`src/rtl/colparity_pkg.sv`:
```
// rtl/colparity_pkg.sv - shared state encoding and default parameters for the colParity batch sequencer
package colparity_pkg;

    localparam int IDX_W_DEF        = 10;
    localparam int START_CYCLES_DEF = 3;
    localparam int TIMEOUT_DEF      = 4096;

    typedef enum logic [1:0] {
        IDLE  = 2'd0,
        START = 2'd1,
        WAIT  = 2'd2,
        DONE  = 2'd3
    } state_e;

endpackage

```
`src/rtl/colparity_cycle_cnt.sv`:
```
// rtl/colparity_cycle_cnt.sv - loadable/clearable down-counter that stops at zero
module colparity_cycle_cnt #(
    parameter int W = 2
) (
    input  logic         clk,
    input  logic         rst_n,
    input  logic         load,
    input  logic         clr,
    input  logic         dec,
    input  logic [W-1:0] load_val,
    output logic         zero
);

    logic [W-1:0] cnt_q;
    logic [W-1:0] cnt_d;

    always_comb begin
        cnt_d = cnt_q;
        if (clr) begin
            cnt_d = '0;
        end else if (load) begin
            cnt_d = load_val;
        end else if (dec && (cnt_q != '0)) begin
            cnt_d = cnt_q - W'(1);
        end
    end

    always_ff @(posedge clk or negedge rst_n) begin
        if (!rst_n) begin
            cnt_q <= '0;
        end else begin
            cnt_q <= cnt_d;
        end
    end

    assign zero = (cnt_q == '0);

endmodule

```
`src/rtl/colparity_batch_ctrl.sv`:
```
// rtl/colparity_batch_ctrl.sv - runs the colParity core over a range of file indices
// Optional WAIT timeout enabled by defining COLPARITY_TIMEOUT_EN.
module colparity_batch_ctrl
    import colparity_pkg::*;
#(
    parameter int IDX_W        = IDX_W_DEF,
    parameter int START_CYCLES = START_CYCLES_DEF,
    parameter int TIMEOUT      = TIMEOUT_DEF
) (
    input  logic             clk,
    input  logic             rst,
    input  logic             req,
    input  logic [IDX_W-1:0] first_index,
    input  logic [IDX_W-1:0] count,
    output logic             busy,
    output logic             done,
    output logic             err,
    output logic [IDX_W-1:0] jobs_done,
    output logic             core_start,
    output logic [IDX_W-1:0] core_file_index,
    input  logic             core_finish
);

    localparam int SC_W = $clog2(START_CYCLES + 1);

    state_e           state_q, state_d;
    logic [IDX_W-1:0] idx_q, idx_d;
    logic [IDX_W-1:0] cnt_q, cnt_d;
    logic [IDX_W-1:0] jobs_q, jobs_d;
    logic             st_zero;
    logic             st_load;
`ifdef COLPARITY_TIMEOUT_EN
    localparam int TO_W = $clog2(TIMEOUT + 1);
    logic             err_q, err_d;
    logic             to_zero;
    logic             to_load;
`endif

    // Counter is preloaded with N-1 so it reads zero on the N-th START cycle.
    assign st_load = (state_d == START) && (state_q != START);

    colparity_cycle_cnt #(.W(SC_W)) u_start_cnt (
        .clk      (clk),
        .rst_n    (rst),
        .load     (st_load),
        .clr      (1'b0),
        .dec      (state_q == START),
        .load_val (SC_W'(START_CYCLES - 1)),
        .zero     (st_zero)
    );

`ifdef COLPARITY_TIMEOUT_EN
    assign to_load = (state_d == WAIT) && (state_q != WAIT);

    colparity_cycle_cnt #(.W(TO_W)) u_timeout_cnt (
        .clk      (clk),
        .rst_n    (rst),
        .load     (to_load),
        .clr      (1'b0),
        .dec      (state_q == WAIT),
        .load_val (TO_W'(TIMEOUT - 1)),
        .zero     (to_zero)
    );
`endif

    always_comb begin
        state_d = state_q;
        idx_d   = idx_q;
        cnt_d   = cnt_q;
        jobs_d  = jobs_q;
`ifdef COLPARITY_TIMEOUT_EN
        err_d   = err_q;
`endif
        case (state_q)
            IDLE: begin
                if (req) begin
                    jobs_d = '0;
`ifdef COLPARITY_TIMEOUT_EN
                    err_d  = 1'b0;
`endif
                    if (count != '0) begin
                        idx_d   = first_index;
                        cnt_d   = count;
                        state_d = START;
                    end else begin
                        state_d = DONE;
                    end
                end
            end
            START: begin
                if (st_zero) begin
                    state_d = WAIT;
                end
            end
            WAIT: begin
                // A finish arriving on the expiry edge wins over the timeout.
                if (core_finish) begin
                    jobs_d = jobs_q + IDX_W'(1);
                    if (jobs_d == cnt_q) begin
                        state_d = DONE;
                    end else begin
                        idx_d   = idx_q + IDX_W'(1);
                        state_d = START;
                    end
                end
`ifdef COLPARITY_TIMEOUT_EN
                else if (to_zero) begin
                    err_d   = 1'b1;
                    state_d = DONE;
                end
`endif
            end
            DONE: begin
                state_d = IDLE;
            end
            default: begin
                state_d = IDLE;
            end
        endcase
    end

    always_ff @(posedge clk or negedge rst) begin
        if (!rst) begin
            state_q <= IDLE;
            idx_q   <= '0;
            cnt_q   <= '0;
            jobs_q  <= '0;
`ifdef COLPARITY_TIMEOUT_EN
            err_q   <= 1'b0;
`endif
        end else begin
            state_q <= state_d;
            idx_q   <= idx_d;
            cnt_q   <= cnt_d;
            jobs_q  <= jobs_d;
`ifdef COLPARITY_TIMEOUT_EN
            err_q   <= err_d;
`endif
        end
    end

    // Outputs decode straight from state so reset clears them without a clock edge.
    assign busy            = (state_q != IDLE);
    assign done            = (state_q == DONE);
    assign core_start      = (state_q == START);
    assign jobs_done       = jobs_q;
    assign core_file_index = idx_q;
`ifdef COLPARITY_TIMEOUT_EN
    assign err             = err_q;
`else
    assign err             = 1'b0;
`endif

endmodule

```
`config.mk`:
```
export PLATFORM = sky130hd
export DESIGN_NAME = colparity_batch_ctrl
export DESIGN_NICKNAME = d
export VERILOG_FILES = /design/src/rtl/colparity_pkg.sv /design/src/rtl/colparity_cycle_cnt.sv /design/src/rtl/colparity_batch_ctrl.sv
export SDC_FILE = /design/constraint.sdc
export NUM_CORES = 1
export LEC_CHECK = 0
export ABC_AREA = 1
export ABC_CLOCK_PERIOD_IN_PS = 4700
export CAP_MARGIN = 5
export CORE_MARGIN = 1.5
export CORE_UTILIZATION = 50
export DETAILED_ROUTE_END_ITERATION = 8
export PLACE_DENSITY = 0.86
export SYNTH_ARGS = -nofsm -noshare
export SYNTH_HDL_FRONTEND = slang
export SYNTH_SLANG_ARGS = --single-unit
```
`constraint.sdc`:
```
create_clock -name clk -period 4.7 [get_ports clk]
set_input_delay 0.94 -clock clk [delete_from_list [all_inputs] [get_ports clk]]
set_output_delay 0.94 -clock clk [all_outputs]
set_load 0.005 [all_outputs]
```
==> impl_metrics.env, run 1 <==
export IMPL_cts_buffers=5
export IMPL_synth_xor_area_share_pct=5.366
export IMPL_syn_num_nets=309
export IMPL_synth_ff_type="dfrtp_1"
export IMPL_synth_seq_cells=34
export IMPL_wl_per_cell_um=12.36
export IMPL_ys_async_sr_fraction_pct=100.0
export IMPL_num_antenna_cells=0
export IMPL_final_max_slew_violation_count=0
export IMPL_seqCellArea_um2=850.8
export IMPL_ff2ff_setup_slack_ps=2240
export IMPL_clk_latency_ps=290
export IMPL_dr_wl_met3_um=239
export IMPL_port_buffers=46
export IMPL_synth_fa_ha_area_share_pct=1.829
export IMPL_timing_rr_end="core_file_index[4]"
export IMPL_max_freq_ghz=0.3710
export IMPL_synth_area_um2=2052
export IMPL_fp_dieArea_um2=4497
export IMPL_post_synth_main_area_contributors="dfrtp_1 (41%), nand2_1 (17%), nand3_1 (6.8%)"
export IMPL_crit_fanout=12
export IMPL_cp_arrival_ps=2880
export IMPL_tns_ps=0
export IMPL_worstSetupEndpointType="register"
export IMPL_drc=0
export IMPL_worstReg2RegStart="jobs_done[0]"
export IMPL_core_area_um2=3971
export IMPL_crit_top_cell="nand2_1"
export IMPL_first_pass_iters=4
export IMPL_nets=357
export IMPL_hpwl_um=3629
export IMPL_yosysMostFrequentCell="nand2_1"
export IMPL_h_tree_depth=2
export IMPL_netlist_top_cells_count="nand2_1 (95), inv_1 (36), dfrtp_1 (34), nand3_1 (28), o21ai_0 (23)"
export IMPL_clock_root_buffer="clkbuf_8"
export IMPL_reg2regPathDepth=13
export IMPL_power_leakage_nw=1.277
export IMPL_postCtsHoldBufs=0
export IMPL_synth_compound_area_share_pct=8.110
export IMPL_met2_length_um=2214
export IMPL_vias_per_cell=5.231
export IMPL_finalSetupViolations=0
export IMPL_hold_violations=0
export IMPL_cts_resized_gates=0
export IMPL_overflow=0
export IMPL_clockBufferDepth=2
export IMPL_grt_max_degree=35
export IMPL_yosys_area_share_simple_pct=34.51
export IMPL_pre_cts_ws_ps=1736
export IMPL_drt_iter0_markers=211
export IMPL_path_clk_slew_ps=70
export IMPL_path_class="input pin to register"
export IMPL_synth_top_family_by_area="simple AND/OR/NAND/NOR gates"
export IMPL_synth_edf_count=0
export IMPL_synth_top_area_share_pct=41.46
export IMPL_grt_first_pass_wirelength_um=7955
export IMPL_wl_met1_um=2168
export IMPL_path_cells="clkdlybuf4s50_1, inv_1, nor2_2, nor2_1, inv_2, o21ai_0, inv_1, nand2_1, nand2_1, nand2_1"
export IMPL_initial_utilization_pct=51.67
export IMPL_cap_violations=0
export IMPL_grt_pass1_vias=1792
export IMPL_grt_usage_pct=23.85
export IMPL_hp_class="register to register"
export IMPL_syn_inst=282
export IMPL_start_kind="input pin"
export IMPL_place_congestion=0.8850
export IMPL_whs_endpoint="cnt_q[1]"
export IMPL_cts_sinks=34
export IMPL_drive_gt1_share_pct=5.740
export IMPL_rsz0062_at_grt="false"
export IMPL_area_growth_pct=28.72
export IMPL_cts_tree="done"
export IMPL_multiInputGateArea_um2=1026
export IMPL_cp_required_ps=4880
export IMPL_timing_final_ws_setup_ps=2005
export IMPL_status="finished, final reports clean"
export IMPL_p_per_area_nw_per_um2=507.5
export IMPL_hold_start="cnt_q[1]"
export IMPL_skew_ps=3.927
export IMPL_finalCritPeriodShare_pct=57.34
export IMPL_fillCellCount=341
export IMPL_ant_nets=0
export IMPL_highest_layer="met4"
export IMPL_vias=1993
export IMPL_synth_area_per_cell_um2=7.276
export IMPL_slowest_delay_ps=450
export IMPL_vdd_drop_max_uv=270.0
export IMPL_pin_count=48
export IMPL_holdPathStages=2
export IMPL_critPathSlowestCell="clkdlybuf4s50_1"
export IMPL_wl_um=4710
export IMPL_synthMuxAreaShare_pct=0
export IMPL_die_h_um=67.06
export IMPL_fp_row_count=23
export IMPL_synth_seq_area_share_pct=41.46
export IMPL_layout_min_cycle_time_ps=2695
export IMPL_synth_cell_types=29
export IMPL_antenna_found_initial=0
export IMPL_yosys_warnings=0
export IMPL_finish_utilization_pct=66.51
export IMPL_post_cts_buffers=0
export IMPL_yosysTopAreaCell="dfrtp_1"
export IMPL_die_x_um=67.06
==> worst max path at each step <==
stage | to | from | slack, ps
3_5_place_dp | core_file_index[7] | core_finish | 1740
4_1_cts | core_file_index[7] | core_finish | 2050
2_1_floorplan | cnt_q[2] | count[8] | 2580
6_report | core_file_index[4] | core_finish | 2000
5_1_grt | core_file_index[6] | core_finish | 1790
3_3_place_gp | core_file_index[2] | count[9] | 1810
==> metal layers <==
layer | vias up | global-route usage [%]
met5 | - | 0
met4 | 0 | 9.694
met3 | 9 | 5.743
met2 | 61 | 35.02
met1 | 923 | 33.51
li1 | 1000 | -
==> report_power, final <==
part / internal (mW) / total (mW) / switching [mW]
combinational: 0.279 / 0.589 / 0.309
sequential: 0.400 / 0.525 / 0.125
clock: 0.118 / 0.227 / 0.109
==> cells by family (layout without fill, tap and decap cells) <==
logic type	after synthesis	after routing
adder cells (fa/ha/maj)	3	3
other	1	1
XOR/XNOR	11	11
flip-flops	34	34
AO/OA/AOI/OAI	32	32
buffers and inverters	43	92
AND/OR/NAND/NOR	158	158
==> cells in the final DEF, fill, tap and decap left out, types with 4 or more instances in the layout <==
master	netlist	final
clkbuf_8	0	6
xnor2_1	4	4
inv_1	36	36
nand2_1	95	95
dfrtp_1	34	34
o21ai_0	23	23
nand4_1	8	8
nand3b_1	4	4
o22ai_1	4	4
clkdlybuf4s50_1	0	46
nand3_1	28	28
xor2_1	6	6
nor2_1	12	12
==> critical path, delay by kind of cell <==
kind	cells	cell delay (ps)
buffers and inverters	4	940
AND/OR/NAND/NOR	5	900
AO/OA/AOI/OAI	1	90
==> per-stage QoR <==
| step | total power [mW] | instances | instance area, um2 | hold WS [ps] |
|---|---|---|---|---|
| finish | 1.340 | 381 | 2641 | 496.4 |
| global route | 1.459 | 381 | 2641 | 533.5 |
| CTS | 1.344 | 381 | 2641 | 495.5 |
| detailed placement | 1.116 | 373 | 2546 | 478.6 |
| global placement | 1.088 | 373 | 2546 | 473.4 |
| floorplan | 0.8743 | 282 | 2052 | 456.7 |
==> final cells by class <==
cell class | instances | share of cell area [%]
clock inverter | 2 | 0.4737
inverter | 37 | 5.258
clock buffer | 6 | 3.126
timing repair buffer | 47 | 17.72
multi-input combinational | 205 | 38.84
sequential | 34 | 32.21
tap | 50 | 2.369
==> registers in the layout (all words and copies together), names as in the netlist <==
register / count
core_file_index: 10
jobs_done: 10
state_q: 2
cnt_q: 10
u_start_cnt.cnt_q: 2
(Power assumes the default switching activity.)
==> inputs of run 2 (changes only) <==
--- a/config.mk
+++ b/config.mk
@@ -6,7 +6,7 @@
 export NUM_CORES = 1
 export LEC_CHECK = 0
 export ABC_AREA = 1
-export ABC_CLOCK_PERIOD_IN_PS = 4700
+export ABC_CLOCK_PERIOD_IN_PS = 2600
 export CAP_MARGIN = 5
 export CORE_MARGIN = 1.5
 export CORE_UTILIZATION = 50
==> constraint.sdc (replaced) <==
create_clock -name clk -period 2.6 [get_ports clk]
set_input_delay 0.52 -clock clk [delete_from_list [all_inputs] [get_ports clk]]
set_output_delay 0.52 -clock clk [all_outputs]
set_load 0.005 [all_outputs]
==> run 2 against run 1 <==
Effect of this change:
- combinational power grew 87%
- non-clock buffer count grew 3
- design area grew 0.71%
- die area is the same
- critical path depth grew 1
==> impl_metrics.env, run 2 (synthesis results as in run 1) <==
export IMPL_cp_top_family="simple AND/OR/NAND/NOR gates"
export IMPL_cts_sinks=34
export IMPL_seq_power_share_pct=38.8
export IMPL_nets=360
export IMPL_initial_utilization_pct=51.67
export IMPL_skew_ps=4.495
export IMPL_final_cell_mix="nand2_1 (95), clkdlybuf4s50_1 (46), inv_1 (36)"
export IMPL_die_h_um=67.06
export IMPL_die_x_um=67.06
export IMPL_port_buffers=46
export IMPL_antenna_found_initial=0
export IMPL_finalCritPeriodShare_pct=83.96
export IMPL_final_common_cell="nand2_1"
export IMPL_overflow=0
export IMPL_grt_pass1_vias=1799
export IMPL_hold_violations=0
export IMPL_grt_usage_pct=23.66
export IMPL_first_pass_iters=4
export IMPL_vias=2034
export IMPL_max_freq_ghz=0.4581
export IMPL_cap_violations=0
export IMPL_clock_root_buffer="clkbuf_8"
export IMPL_critPathSlowestCell="dfrtp_1"
export IMPL_power_leakage_nw=1.292
export IMPL_area_growth_pct=29.63
export IMPL_finalSetupViolations=0
export IMPL_hp_class="register to register"
export IMPL_swShare_pct=40.07
export IMPL_crit_fanout=11
export IMPL_status="finished, final reports clean"
export IMPL_cts_buffers=5
export IMPL_whs_ps=494.9
export IMPL_power_frac_comb_pct=45.0
export IMPL_wl_um=4781
export IMPL_layout_min_cycle_time_ps=2183
export IMPL_num_antenna_cells=0
export IMPL_drt_iter0_markers=194
export IMPL_clk_latency_ps=280
export IMPL_vdd_drop_max_uv=537.1
export IMPL_stdcell_area_um2=2660
export IMPL_wl_per_cell_um=12.45
export IMPL_hpwl_um=3578
export IMPL_ff2ff_setup_slack_ps=420
export IMPL_p_sw_uw=977.6
export IMPL_slowest_delay_ps=460
export IMPL_path_clk_slew_ps=60
export IMPL_post_cts_buffers=0
export IMPL_drive_gt1_share_pct=6.287
export IMPL_rsz0062_at_grt="false"
export IMPL_fp_dieArea_um2=4497
export IMPL_final_max_slew_violation_count=0
export IMPL_p_clk_share_pct=16.3
export IMPL_place_congestion=0.8552
export IMPL_path_cells="ha_1, nand2_1, inv_1, nor2_1, inv_1, nand2_1, nand4_1, nor2_1, nand4_2, nand2_1, nand2_1"
export IMPL_cts_tree="done"
export IMPL_timing_final_ws_setup_ps=417.0
export IMPL_clockBufferDepth=2
export IMPL_vias_per_cell=5.297
export IMPL_ant_nets=0
export IMPL_p_int_mw=1.462
export IMPL_drc=0
export IMPL_cp_required_ps=2750
export IMPL_cp_arrival_ps=2330
export IMPL_postCtsHoldBufs=0
export IMPL_p_per_area_nw_per_um2=917.2
export IMPL_start_kind="register"
export IMPL_h_tree_depth=2
export IMPL_pre_cts_ws_ps=245.4
export IMPL_core_area_um2=3971
export IMPL_pin_count=48
export IMPL_cts_resized_gates=0
export IMPL_tns_ps=0
export IMPL_crit_buf_inv=2
export IMPL_crit_top_cell="nand2_1"
export IMPL_grt_first_pass_wirelength_um=7928
export IMPL_fp_row_count=23
export IMPL_worstSetupEndpointType="register"
export IMPL_path_class="register to register"
export IMPL_grt_max_degree=35
export IMPL_placed_area_um2=2569
==> run 2: layer usage <==
| metal | vias to the layer above | global-route usage (%) | part of all wire [%] |
|---|---|---|---|
| met5 | - | 0 | 0 |
| met4 | 0 | 7.908 | 1.5 |
| met3 | 8 | 6.757 | 6.3 |
| met2 | 67 | 36.01 | 47 |
| met1 | 952 | 32.15 | 45 |
| li1 | 1007 | - | - |
==> run 2: path summary, 6_finish.rpt <==
kind	startpoint	end	cells after the start
max in group asynchronous	rst	u_start_cnt.cnt_q[1]	2
min in group asynchronous	rst	jobs_done[6]	2
worst max register to register	jobs_done[0]	u_start_cnt.cnt_q[1]	11
worst min register to register	cnt_q[0]	cnt_q[0]	2
worst min-delay path	cnt_q[0]	cnt_q[0]	2
worst max-delay path	jobs_done[0]	u_start_cnt.cnt_q[1]	11
==> run 2: per-stage QoR <==
stage,instances,util (%),power (mW)
3_5_place_dp,376,64.68,2.038
2_1_floorplan,282,-,1.580
5_1_grt,384,66.98,2.652
3_3_place_gp,376,64.68,2.001
6_report,384,66.98,2.440
4_1_cts,384,66.98,2.442
==> run 2: area by class of cell <==
cell class,instances,area [um2]
fillers,347,1311
multi-input cells,205,1026
flip-flops and latches,34,850.8
repair buffers,50,490.5
inverters,37,138.9
clock buffers,7,86.33
well taps,50,62.56
clock inverters,1,5.005
==> run 2: power groups by stage <==
| stage | Sequential (mW) | Combinational [mW] | Clock (mW) |
|---|---|---|---|
| floorplan | 0.901 | 0.679 | 0 |
| global placement | 0.942 | 1.06 | 0 |
| detailed placement | 0.948 | 1.09 | 0 |
| CTS | 0.940 | 1.10 | 0.404 |
| global route | 0.976 | 1.24 | 0.431 |
| finish | 0.946 | 1.10 | 0.397 |
==> run 2: tightest hold or removal path: stages, from the launching register on <==
cell and delay (ps):
dfrtp_1 360, nand2_1 60, nand2_1 50
==> inputs of run 3 (changes only) <==
--- a/config.mk
+++ b/config.mk
@@ -6,7 +6,7 @@
 export NUM_CORES = 1
 export LEC_CHECK = 0
 export ABC_AREA = 1
-export ABC_CLOCK_PERIOD_IN_PS = 2600
+export ABC_CLOCK_PERIOD_IN_PS = 2200
 export CAP_MARGIN = 5
 export CORE_MARGIN = 1.5
 export CORE_UTILIZATION = 50
==> constraint.sdc (replaced) <==
create_clock -name clk -period 2.2 [get_ports clk]
set_input_delay 0.44 -clock clk [delete_from_list [all_inputs] [get_ports clk]]
set_output_delay 0.44 -clock clk [all_outputs]
set_load 0.005 [all_outputs]
==> run 3 against run 2 <==
Effect of this change:
- count of clock-buffer cells in the layout shrank 1
- routed wire length grew 3.1%
- critical endpoint is now core_file_index[1]
- hold slack lost 2.8 ps
- non-clock buffer count grew 5
- maximum frequency grew 8.0%
==> impl_metrics.env, run 3 (synthesis results as in run 1) <==
export IMPL_antenna_found_initial=0
export IMPL_power_leakage_nw=1.318
export IMPL_cts_sinks=34
export IMPL_h_tree_depth=2
export IMPL_final_common_cell="nand2_1"
export IMPL_cts_resized_gates=0
export IMPL_vias=1993
export IMPL_nets=365
export IMPL_vias_per_cell=5.150
export IMPL_worstSetupEndpointType="register"
export IMPL_grt_pass1_vias=1795
export IMPL_wl_um=4929
export IMPL_path_cells="ha_1, nand2_1, inv_1, nand2_1, nand2_1, nand2_1, nand2_1, nand3b_1, nor2_2, nand4_2, buf_4, nand3_1, nand2_1"
export IMPL_ant_nets=0
export IMPL_path_clk_slew_ps=60
export IMPL_grt_max_degree=35
export IMPL_cts_buffers=5
export IMPL_status="finished, final reports clean"
export IMPL_final_cell_mix="nand2_1 (94), clkdlybuf4s50_1 (46), inv_1 (36)"
export IMPL_fillCellCount=327
export IMPL_grt_usage_pct=23.94
export IMPL_clk_latency_ps=280
export IMPL_post_cts_buffers=0
export IMPL_cp_arrival_ps=2190
export IMPL_power_total_mw=2.954
export IMPL_area_growth_pct=31.89
export IMPL_pin_count=48
export IMPL_fp_dieArea_um2=4497
export IMPL_skew_ps=6.244
export IMPL_hp_class="register to register"
export IMPL_core_area_um2=3971
export IMPL_hold_violations=0
export IMPL_cp_required_ps=2370
export IMPL_first_pass_iters=4
export IMPL_port_buffers=46
export IMPL_placed_area_um2=2619
export IMPL_clockBufferDepth=2
export IMPL_start_kind="register"
export IMPL_place_congestion=0.8131
export IMPL_crit_top_cell="nand2_1"
export IMPL_die_x_um=67.06
export IMPL_fp_row_count=23
export IMPL_drive_gt1_share_pct=8.012
export IMPL_p_per_area_nw_per_um2=1092
export IMPL_drt_iter0_markers=169
export IMPL_finalSetupViolations=0
export IMPL_clock_root_buffer="clkbuf_8"
export IMPL_final_max_slew_violation_count=0
export IMPL_die_h_um=67.06
export IMPL_vdd_drop_max_uv=659.7
export IMPL_crit_fanout=11
export IMPL_initial_utilization_pct=51.67
export IMPL_postCtsHoldBufs=0
export IMPL_layout_min_cycle_time_ps=2021
export IMPL_hpwl_um=3664
export IMPL_cap_violations=0
export IMPL_slowest_delay_ps=390
export IMPL_max_freq_ghz=0.4949
export IMPL_finalCritPeriodShare_pct=91.85
export IMPL_critPathSlowestCell="dfrtp_1"
export IMPL_overflow=0
export IMPL_num_antenna_cells=0
export IMPL_stdcell_area_um2=2706
export IMPL_cts_tree="done"
export IMPL_grt_first_pass_wirelength_um=8073
export IMPL_drc=0
export IMPL_path_class="register to register"
export IMPL_wl_per_cell_um=12.74
==> run 3: changes by cell type in the layout (fill, tap and decap cells not counted) <==
cell      before  now
buf_12         0    1
buf_4          4    8
clkbuf_1       1    0
clkinv_2       1    0
nand2_1       95   94
nand2_2        2    3
nor2_1        12   11
nor2_2         3    4
==> run 3: critical path, delay by kind of cell (launching register included) <==
| family | cells | cell delay [ps] |
|---|---|---|
| fa+ha+maj | 1 | 230 |
| buf+inv | 2 | 310 |
| flops | 1 | 390 |
| simple gates | 10 | 990 |
==> run 3: metal layers <==
layer | part of all wire (%) | vias up | global-route usage, %
met5 | 0 | - | 0
met4 | 1.3 | 0 | 9.184
met3 | 4.9 | 6 | 3.716
met2 | 47 | 49 | 36.63
met1 | 47 | 927 | 33.87
li1 | - | 1011 | -
==> run 3: path summary, 6_finish.rpt <==
kind	start	end	slack, ps	cells past startpoint
max	jobs_done[0]	core_file_index[1]	180	13
min	cnt_q[0]	cnt_q[0]	490	2
max in group asynchronous	rst	cnt_q[4]	1310	2
min reg2reg	cnt_q[0]	cnt_q[0]	490	2
min in group asynchronous	rst	core_file_index[7]	570	2
max reg2reg	jobs_done[0]	core_file_index[1]	180	13
==> run 3: layout make-up <==
cell class / count / area [um2] / share of cell area, %
multi-input combinational: 205 / 1031 / 38.10
sequential: 34 / 850.8 / 31.44
timing repair buffer: 55 / 540.5 / 19.97
inverter: 37 / 138.9 / 5.132
clock buffer: 6 / 82.58 / 3.051
tap: 50 / 62.56 / 2.312
==> run 3: power by group <==
group | internal, mW | leakage, nW | switching (mW) | total, mW
combinational | 0.674 | 0.838 | 0.722 | 1.40
clock | 0.241 | 0.0431 | 0.207 | 0.448
sequential | 0.856 | 0.436 | 0.255 | 1.11
==> run 3: per-stage QoR <==
step	hold slack, ps	worst slack [ps]	instances	setup TNS, ps	util, %
4_1_cts	494.6	141.2	387	0	68.02
3_3_place_gp	474.8	105.5	381	0	65.94
6_report	492.1	179.3	387	0	68.15
5_1_grt	522.2	-3.156	387	-3.156	68.15
2_1_floorplan	144.4	382.5	282	0	-
3_5_place_dp	479.4	52.62	381	0	65.94
